`src/rtl/rf_arbiter_if.sv`:
```
// rf_arbiter_if: requester ports and regfile control bundle for rf_arbiter.
interface rf_arbiter_if #(
    parameter int AW = 3,
    parameter int DW = 32,
    parameter int MW = 4
);
    logic          spi_req, spi_we, spi_gnt, spi_rvalid;
    logic [AW-1:0] spi_addr;
    logic [DW-1:0] spi_wdata, spi_rdata;
    logic [MW-1:0] spi_wmask;
    logic          core_req, core_we, core_gnt, core_rvalid;
    logic [AW-1:0] core_addr;
    logic [DW-1:0] core_wdata, core_rdata;
    logic [MW-1:0] core_wmask;
    logic [AW-1:0] rf_addr;
    logic          rf_we, busy;
    logic [DW-1:0] rf_wdata, rf_rdata;
    logic [MW-1:0] rf_wmask;
    modport master (
        output spi_req, spi_we, spi_addr, spi_wdata, spi_wmask,
        output core_req, core_we, core_addr, core_wdata, core_wmask, rf_rdata,
        input  spi_gnt, spi_rvalid, spi_rdata, core_gnt, core_rvalid, core_rdata,
        input  rf_addr, rf_we, rf_wdata, rf_wmask, busy
    );
    modport slave (
        input  spi_req, spi_we, spi_addr, spi_wdata, spi_wmask,
        input  core_req, core_we, core_addr, core_wdata, core_wmask, rf_rdata,
        output spi_gnt, spi_rvalid, spi_rdata, core_gnt, core_rvalid, core_rdata,
        output rf_addr, rf_we, rf_wdata, rf_wmask, busy
    );
endinterface

```
`src/rtl/rf_arbiter.sv`:
```
// rf_arbiter: shares the single-port config regfile between SPI and core, SPI priority with core anti-starvation.
module rf_arbiter #(
    parameter int AW       = 3,
    parameter int DW       = 32,
    parameter int MW       = 4,
    parameter int MAX_WAIT = 4
) (
    input logic        clk,
    input logic        rst,
    rf_arbiter_if.slave bus
);
    localparam logic [1:0] IDLE  = 2'd0;
    localparam logic [1:0] ISSUE = 2'd1;
    localparam logic [1:0] RDATA = 2'd2;
    localparam logic [3:0] WMAX  = 4'(MAX_WAIT);

    logic [1:0]    state;
    logic [3:0]    wait_cnt;
    logic          owner;
    logic          idle, core_win, spi_win, grant, w_we;
    logic [AW-1:0] w_addr;
    logic [DW-1:0] w_wdata;
    logic [MW-1:0] w_wmask;

    // grants are combinational in IDLE; masked during reset so all outputs read 0
    assign idle     = state == IDLE && !rst;
    assign core_win = idle && bus.core_req && (wait_cnt == WMAX || !bus.spi_req);
    assign spi_win  = idle && bus.spi_req && !core_win;
    assign grant    = core_win || spi_win;
    assign w_we     = core_win ? bus.core_we    : bus.spi_we;
    assign w_addr   = core_win ? bus.core_addr  : bus.spi_addr;
    assign w_wdata  = core_win ? bus.core_wdata : bus.spi_wdata;
    assign w_wmask  = core_win ? bus.core_wmask : bus.spi_wmask;

    assign bus.spi_gnt  = spi_win;
    assign bus.core_gnt = core_win;
    assign bus.busy     = state != IDLE;

    // the rf_* registers double as the latched request; rf_we in ISSUE selects write vs read
    always_ff @(posedge clk or posedge rst) begin
        if (rst) begin
            state           <= IDLE;
            wait_cnt        <= '0;
            owner           <= 1'b0;
            bus.rf_addr     <= '0;
            bus.rf_we       <= 1'b0;
            bus.rf_wdata    <= '0;
            bus.rf_wmask    <= '0;
            bus.spi_rvalid  <= 1'b0;
            bus.core_rvalid <= 1'b0;
            bus.spi_rdata   <= '0;
            bus.core_rdata  <= '0;
        end else begin
            bus.rf_we       <= grant && w_we;
            bus.rf_wdata    <= grant && w_we ? w_wdata : '0;
            bus.rf_wmask    <= grant && w_we ? w_wmask : '0;
            bus.spi_rvalid  <= state == RDATA && !owner;
            bus.core_rvalid <= state == RDATA && owner;
            if (grant) bus.rf_addr <= w_addr;
            if (grant) owner <= core_win;
            if (state == RDATA && owner) bus.core_rdata <= bus.rf_rdata;
            if (state == RDATA && !owner) bus.spi_rdata <= bus.rf_rdata;
            if (core_win) wait_cnt <= '0;
            else if (idle && bus.core_req && wait_cnt != WMAX) wait_cnt <= wait_cnt + 4'd1;
            state <= grant ? ISSUE : state == ISSUE ? (bus.rf_we ? IDLE : RDATA) : IDLE;
        end
    end
endmodule

```
`src/flat_wrapper.sv`:
```
// flat-port wrapper written by rule: the top's interface ports become plain ports
module rf_arbiter_flat 
#(
    parameter int AW       = 3,
    parameter int DW       = 32,
    parameter int MW       = 4,
    parameter int MAX_WAIT = 4
)
  (clk, rst, bus_spi_req, bus_spi_we, bus_spi_addr, bus_spi_wdata, bus_spi_wmask, bus_core_req, bus_core_we, bus_core_addr, bus_core_wdata, bus_core_wmask, bus_rf_rdata, bus_spi_gnt, bus_spi_rvalid, bus_spi_rdata, bus_core_gnt, bus_core_rvalid, bus_core_rdata, bus_rf_addr, bus_rf_we, bus_rf_wdata, bus_rf_wmask, bus_busy);
  rf_arbiter_if #(.AW(AW), .DW(DW), .MW(MW)) bus_i ();
  input logic clk;
  input logic rst;
  input wire logic [$bits(bus_i.spi_req)-1:0] bus_spi_req;
  input wire logic [$bits(bus_i.spi_we)-1:0] bus_spi_we;
  input wire logic [$bits(bus_i.spi_addr)-1:0] bus_spi_addr;
  input wire logic [$bits(bus_i.spi_wdata)-1:0] bus_spi_wdata;
  input wire logic [$bits(bus_i.spi_wmask)-1:0] bus_spi_wmask;
  input wire logic [$bits(bus_i.core_req)-1:0] bus_core_req;
  input wire logic [$bits(bus_i.core_we)-1:0] bus_core_we;
  input wire logic [$bits(bus_i.core_addr)-1:0] bus_core_addr;
  input wire logic [$bits(bus_i.core_wdata)-1:0] bus_core_wdata;
  input wire logic [$bits(bus_i.core_wmask)-1:0] bus_core_wmask;
  input wire logic [$bits(bus_i.rf_rdata)-1:0] bus_rf_rdata;
  output wire logic [$bits(bus_i.spi_gnt)-1:0] bus_spi_gnt;
  output wire logic [$bits(bus_i.spi_rvalid)-1:0] bus_spi_rvalid;
  output wire logic [$bits(bus_i.spi_rdata)-1:0] bus_spi_rdata;
  output wire logic [$bits(bus_i.core_gnt)-1:0] bus_core_gnt;
  output wire logic [$bits(bus_i.core_rvalid)-1:0] bus_core_rvalid;
  output wire logic [$bits(bus_i.core_rdata)-1:0] bus_core_rdata;
  output wire logic [$bits(bus_i.rf_addr)-1:0] bus_rf_addr;
  output wire logic [$bits(bus_i.rf_we)-1:0] bus_rf_we;
  output wire logic [$bits(bus_i.rf_wdata)-1:0] bus_rf_wdata;
  output wire logic [$bits(bus_i.rf_wmask)-1:0] bus_rf_wmask;
  output wire logic [$bits(bus_i.busy)-1:0] bus_busy;
  assign bus_i.spi_req = bus_spi_req;
  assign bus_i.spi_we = bus_spi_we;
  assign bus_i.spi_addr = bus_spi_addr;
  assign bus_i.spi_wdata = bus_spi_wdata;
  assign bus_i.spi_wmask = bus_spi_wmask;
  assign bus_i.core_req = bus_core_req;
  assign bus_i.core_we = bus_core_we;
  assign bus_i.core_addr = bus_core_addr;
  assign bus_i.core_wdata = bus_core_wdata;
  assign bus_i.core_wmask = bus_core_wmask;
  assign bus_i.rf_rdata = bus_rf_rdata;
  assign bus_spi_gnt = bus_i.spi_gnt;
  assign bus_spi_rvalid = bus_i.spi_rvalid;
  assign bus_spi_rdata = bus_i.spi_rdata;
  assign bus_core_gnt = bus_i.core_gnt;
  assign bus_core_rvalid = bus_i.core_rvalid;
  assign bus_core_rdata = bus_i.core_rdata;
  assign bus_rf_addr = bus_i.rf_addr;
  assign bus_rf_we = bus_i.rf_we;
  assign bus_rf_wdata = bus_i.rf_wdata;
  assign bus_rf_wmask = bus_i.rf_wmask;
  assign bus_busy = bus_i.busy;
  rf_arbiter #(.AW(AW), .DW(DW), .MW(MW), .MAX_WAIT(MAX_WAIT)) u_core (.clk(clk), .rst(rst), .bus(bus_i));
endmodule
```
`config.mk`:
```
export PLATFORM = sky130hd
export DESIGN_NAME = rf_arbiter_flat
export DESIGN_NICKNAME = d
export VERILOG_FILES = /design/src/rtl/rf_arbiter_if.sv /design/src/rtl/rf_arbiter.sv /design/src/flat_wrapper.sv
export SDC_FILE = /design/constraint.sdc
export NUM_CORES = 1
export LEC_CHECK = 0
export ABC_CLOCK_PERIOD_IN_PS = 9200
export BUFFER_PORTS_ARGS = -buffer_cell sky130_fd_sc_hd__buf_2
export CORE_ASPECT_RATIO = 1.25
export CORE_MARGIN = 2
export CORE_UTILIZATION = 50
export CTS_CLUSTER_SIZE = 12
export DETAILED_ROUTE_END_ITERATION = 16
export PLACE_DENSITY = 0.86
export REMOVE_ABC_BUFFERS = 1
export SLEW_MARGIN = 0
export SYNTH_ARGS = -nofsm -noshare
export SYNTH_HDL_FRONTEND = slang
export SYNTH_SLANG_ARGS = --single-unit
```
`constraint.sdc`:
```
create_clock -name clk -period 9.2 [get_ports clk]
set_input_delay 2.3 -clock clk [delete_from_list [all_inputs] [get_ports clk]]
set_output_delay 2.3 -clock clk [all_outputs]
set_load 0.01 [all_outputs]
```
==> results.md <==
- Status: finished, final reports clean
- DR vias/cell: just over 5
- Residual DRC count: 0
- Hpwl dp: ~8600 um
- Worst skew pair latency: around 0.40 ns
- Seq pwr share: 40.3%
- Fillers: 663
- Share of cells above drive strength 1: 57.5%
- Leakage: 3.24 nW
- Reg-to-reg slack, setup: 6.75 ns
- Synth area leader: dfrtp_1
- Final ANT Viol Nets: 0
- Worst path arrival time: approximately 4.1 ns
- Internal power: roughly 1.3 mW
- First-pass GRT wire length: 19300 um
- Syn Std Cell Area: approximately 0.0047 mm^2
- Synth top area share: 60.5%
- H-tree levels: 4
- GRT Residual Overflow: 0
- CTS Sinks: 113
- CTS resizes: 0
- Postcts setup bufs: 0
- Worst setup startpoint: rst
- Hold path depth: 1
- Hold Buf Count CTS: 0
- Starting DRT DRC Count: approximately 110
- Class of the worst hold path: flip-flop to flip-flop
- WP data required: 6.90 ns
- First-pass DRT Iterations: 5
- Reg2reg end: u_core.bus.rf_addr[0]
- Buffers on Ports: approximately 220
- Core Area: 0.00913 mm^2
- Maximum vdd drop: 0.124 mV
- Total negative slack: 0 ns
- Combinational share of power: about 28%
- EDFF count, synth: 0
- Post-route insts no fill: about 700
- Crit end category: output port
- Pwr Density: a little under 300 mW/mm^2
- Antenna diode count: 0
- Die Wd: approximately 90 um
- Via count: 3671
- # rows: 39
- Final instance area: 0.00643 mm^2
- Initial core utilization: 51.2%
- Dpl cells: 678
- CTS clock-pin slew for the worst setup and hold paths: 0.05 ns
- DR WL/cell: approximately 17 um
- Most frequent cells in the layout: buf_2, dfrtp_1, mux2_2
- Final Cycle Share: 69.3%
- Unrepaired setup endpoints after global routing: no
- Total Wirelength: 12000 um
- Average size of a mapped cell: ~13 um^2
- Final setup viols: 0
- Clock power frac: 32.2%
- Register area share after synthesis: ~61%
- Switching part of the total power: 30.3%
- Net Switching: between 500 and 600 uW
- TritonCTS Buffers: 17
- GP Congestion: roughly 0.79
- Post-synthesis cell count: between 300 and 400
- Sequential cell area: 0.00283 mm^2
- Reg2reg path depth: 4
- Crit path launch type: input pin
- Fin crit period: 6.37 ns
- Critical path type: input pin to output port
- Die ar.: 0.0101 mm^2
- Ys async rst share: 100%
- Unique masters post-synth: 28
- R2r startpoint: u_core.state[0]
- CTS tree: yes
- Final Hold Fails: 0
- Final Skew: 0.00848 ns
- Final nets: approximately 690
- Vias in the first global route: 3902
- I/O pins: 225
- Synthesis Warnings: 0
- Multi-input logic area: between 0.0015 and 0.002 mm^2
- Area Overhead vs Synth: 37.7%
- Clock Tree Root: clkbuf_16
- Largest net degree at the start of global routing: 73
- Worst rel slew slack: between 40 and 50%
- Chip height: ~110 um
- WHS Endpoint: u_core.state[1]
- #FFs+latches synth: 113
- Antenna violations before repair: 2
- Ys flop type: dfrtp_1
- F_max: between 0.15 and 0.2 GHz
- Worst Tran Pin Value: 0.865 ns
- Crit-path max FO: 43
- Total GRT Usage: 24.4%
- Hold Startpoint: u_core.bus.rf_we
- Dpl cell area: 0.00588 mm^2
- Most common cell after layout, fill and taps aside: buf_2
- Max Cap Violations: 0
- Longest Clk Path Bufs: 2
- Synth area leaders: dfrtp_1, mux2_2, mux2i_1
- Max-slew violations: 0
[flip-flops by register name, indices dropped and copies added (netlist names), 2 cells and up]
name	cells
u_core.bus.rf_wdata	32
u_core.bus.core_rdata	32
u_core.bus.rf_wmask	4
u_core.bus.rf_addr	3
u_core.bus.spi_rdata	32
u_core.state	2
u_core.wait_cnt	4
[kinds of logic (layout without fill, tap and decap cells)]
| group | after synthesis | in the layout | share of synthesized area (%) |
|---|---|---|---|
| and+or+nand+nor | 88 | 88 | 9.35 |
| muxes | 108 | 108 | 25.0 |
| AOI/OAI and AO/OA | 8 | 8 | 1.42 |
| buffers and inverters | 31 | 267 | 3.16 |
| DFF | 113 | 113 | 60.5 |
| adders and majority gates | 2 | 2 | 0.536 |
[synthesized netlist by cell type (all sizes together) (2+ instances only)]
cell / count
nor3b: 2
or2: 2
nand3: 37
nor4b: 2
inv: 7
clkbuf: 19
nand3b: 2
nand2: 37
buf: 5
nand4: 2
o21ai: 2
dfrtp: 113
ha: 2
mux2i: 38
mux2: 70
[per-layer routing]
layer | wire length [um] | track usage (%) | vias up
met1 | 4520 | 27.7 | 1757
met5 | 30 | 0 | -
met4 | 204 | 8.92 | 4
li1 | - | - | 1671
met2 | 5980 | 41.4 | 218
met3 | 1270 | 10.1 | 21
[worst max path at each step]
stage / cells past startpoint / endpoint / slack (ns)
final: 6 / bus_spi_gnt / 2.83
after floorplan: 2 / bus_spi_gnt / 2.46
after global placement: 6 / bus_spi_gnt / 2.88
after CTS: 6 / bus_spi_gnt / 2.84
after detailed placement: 6 / bus_spi_gnt / 2.85
after global routing: 6 / bus_spi_gnt / 2.77
[power by group through the flow]
stage               logic [mW]  registers, mW  clock network [mW]
finish                   0.513          0.753               0.602
global route             0.553          0.773               0.636
CTS                      0.520          0.753               0.611
detailed placement       0.515          0.757                   0
global placement         0.499          0.740                   0
floorplan                0.198          0.823                   0
[per-stage QoR]
step | setup slack, ns | power (mW) | hold slack (ns) | utilization (%)
after detailed placement | 2.85 | 1.27 | 0.430 | 64.4
final | 2.83 | 1.87 | 0.447 | 70.5
after floorplan | 2.46 | 1.02 | 0.474 | -
after global placement | 2.88 | 1.24 | 0.426 | 64.4
after CTS | 2.84 | 1.88 | 0.438 | 70.5
after global routing | 2.77 | 1.96 | 0.473 | 70.5
[final cells by class]
cell class,instances,share of cell area (%)
clock buffer,18,6.82
clock inverter,13,1.79
inverter,7,0.447
multi-input combinational,206,26.6
sequential,113,43.9
tap,123,2.39
timing repair buffer,229,18.0
[critical path, stage by stage]
cell and delay (ns):
buf_2 0.14, or4b_1 0.60, a21oi_4 0.16, buf_4 0.56, nor2b_1 0.10, buf_2 0.17
Power figures use the tool's default switching activity.
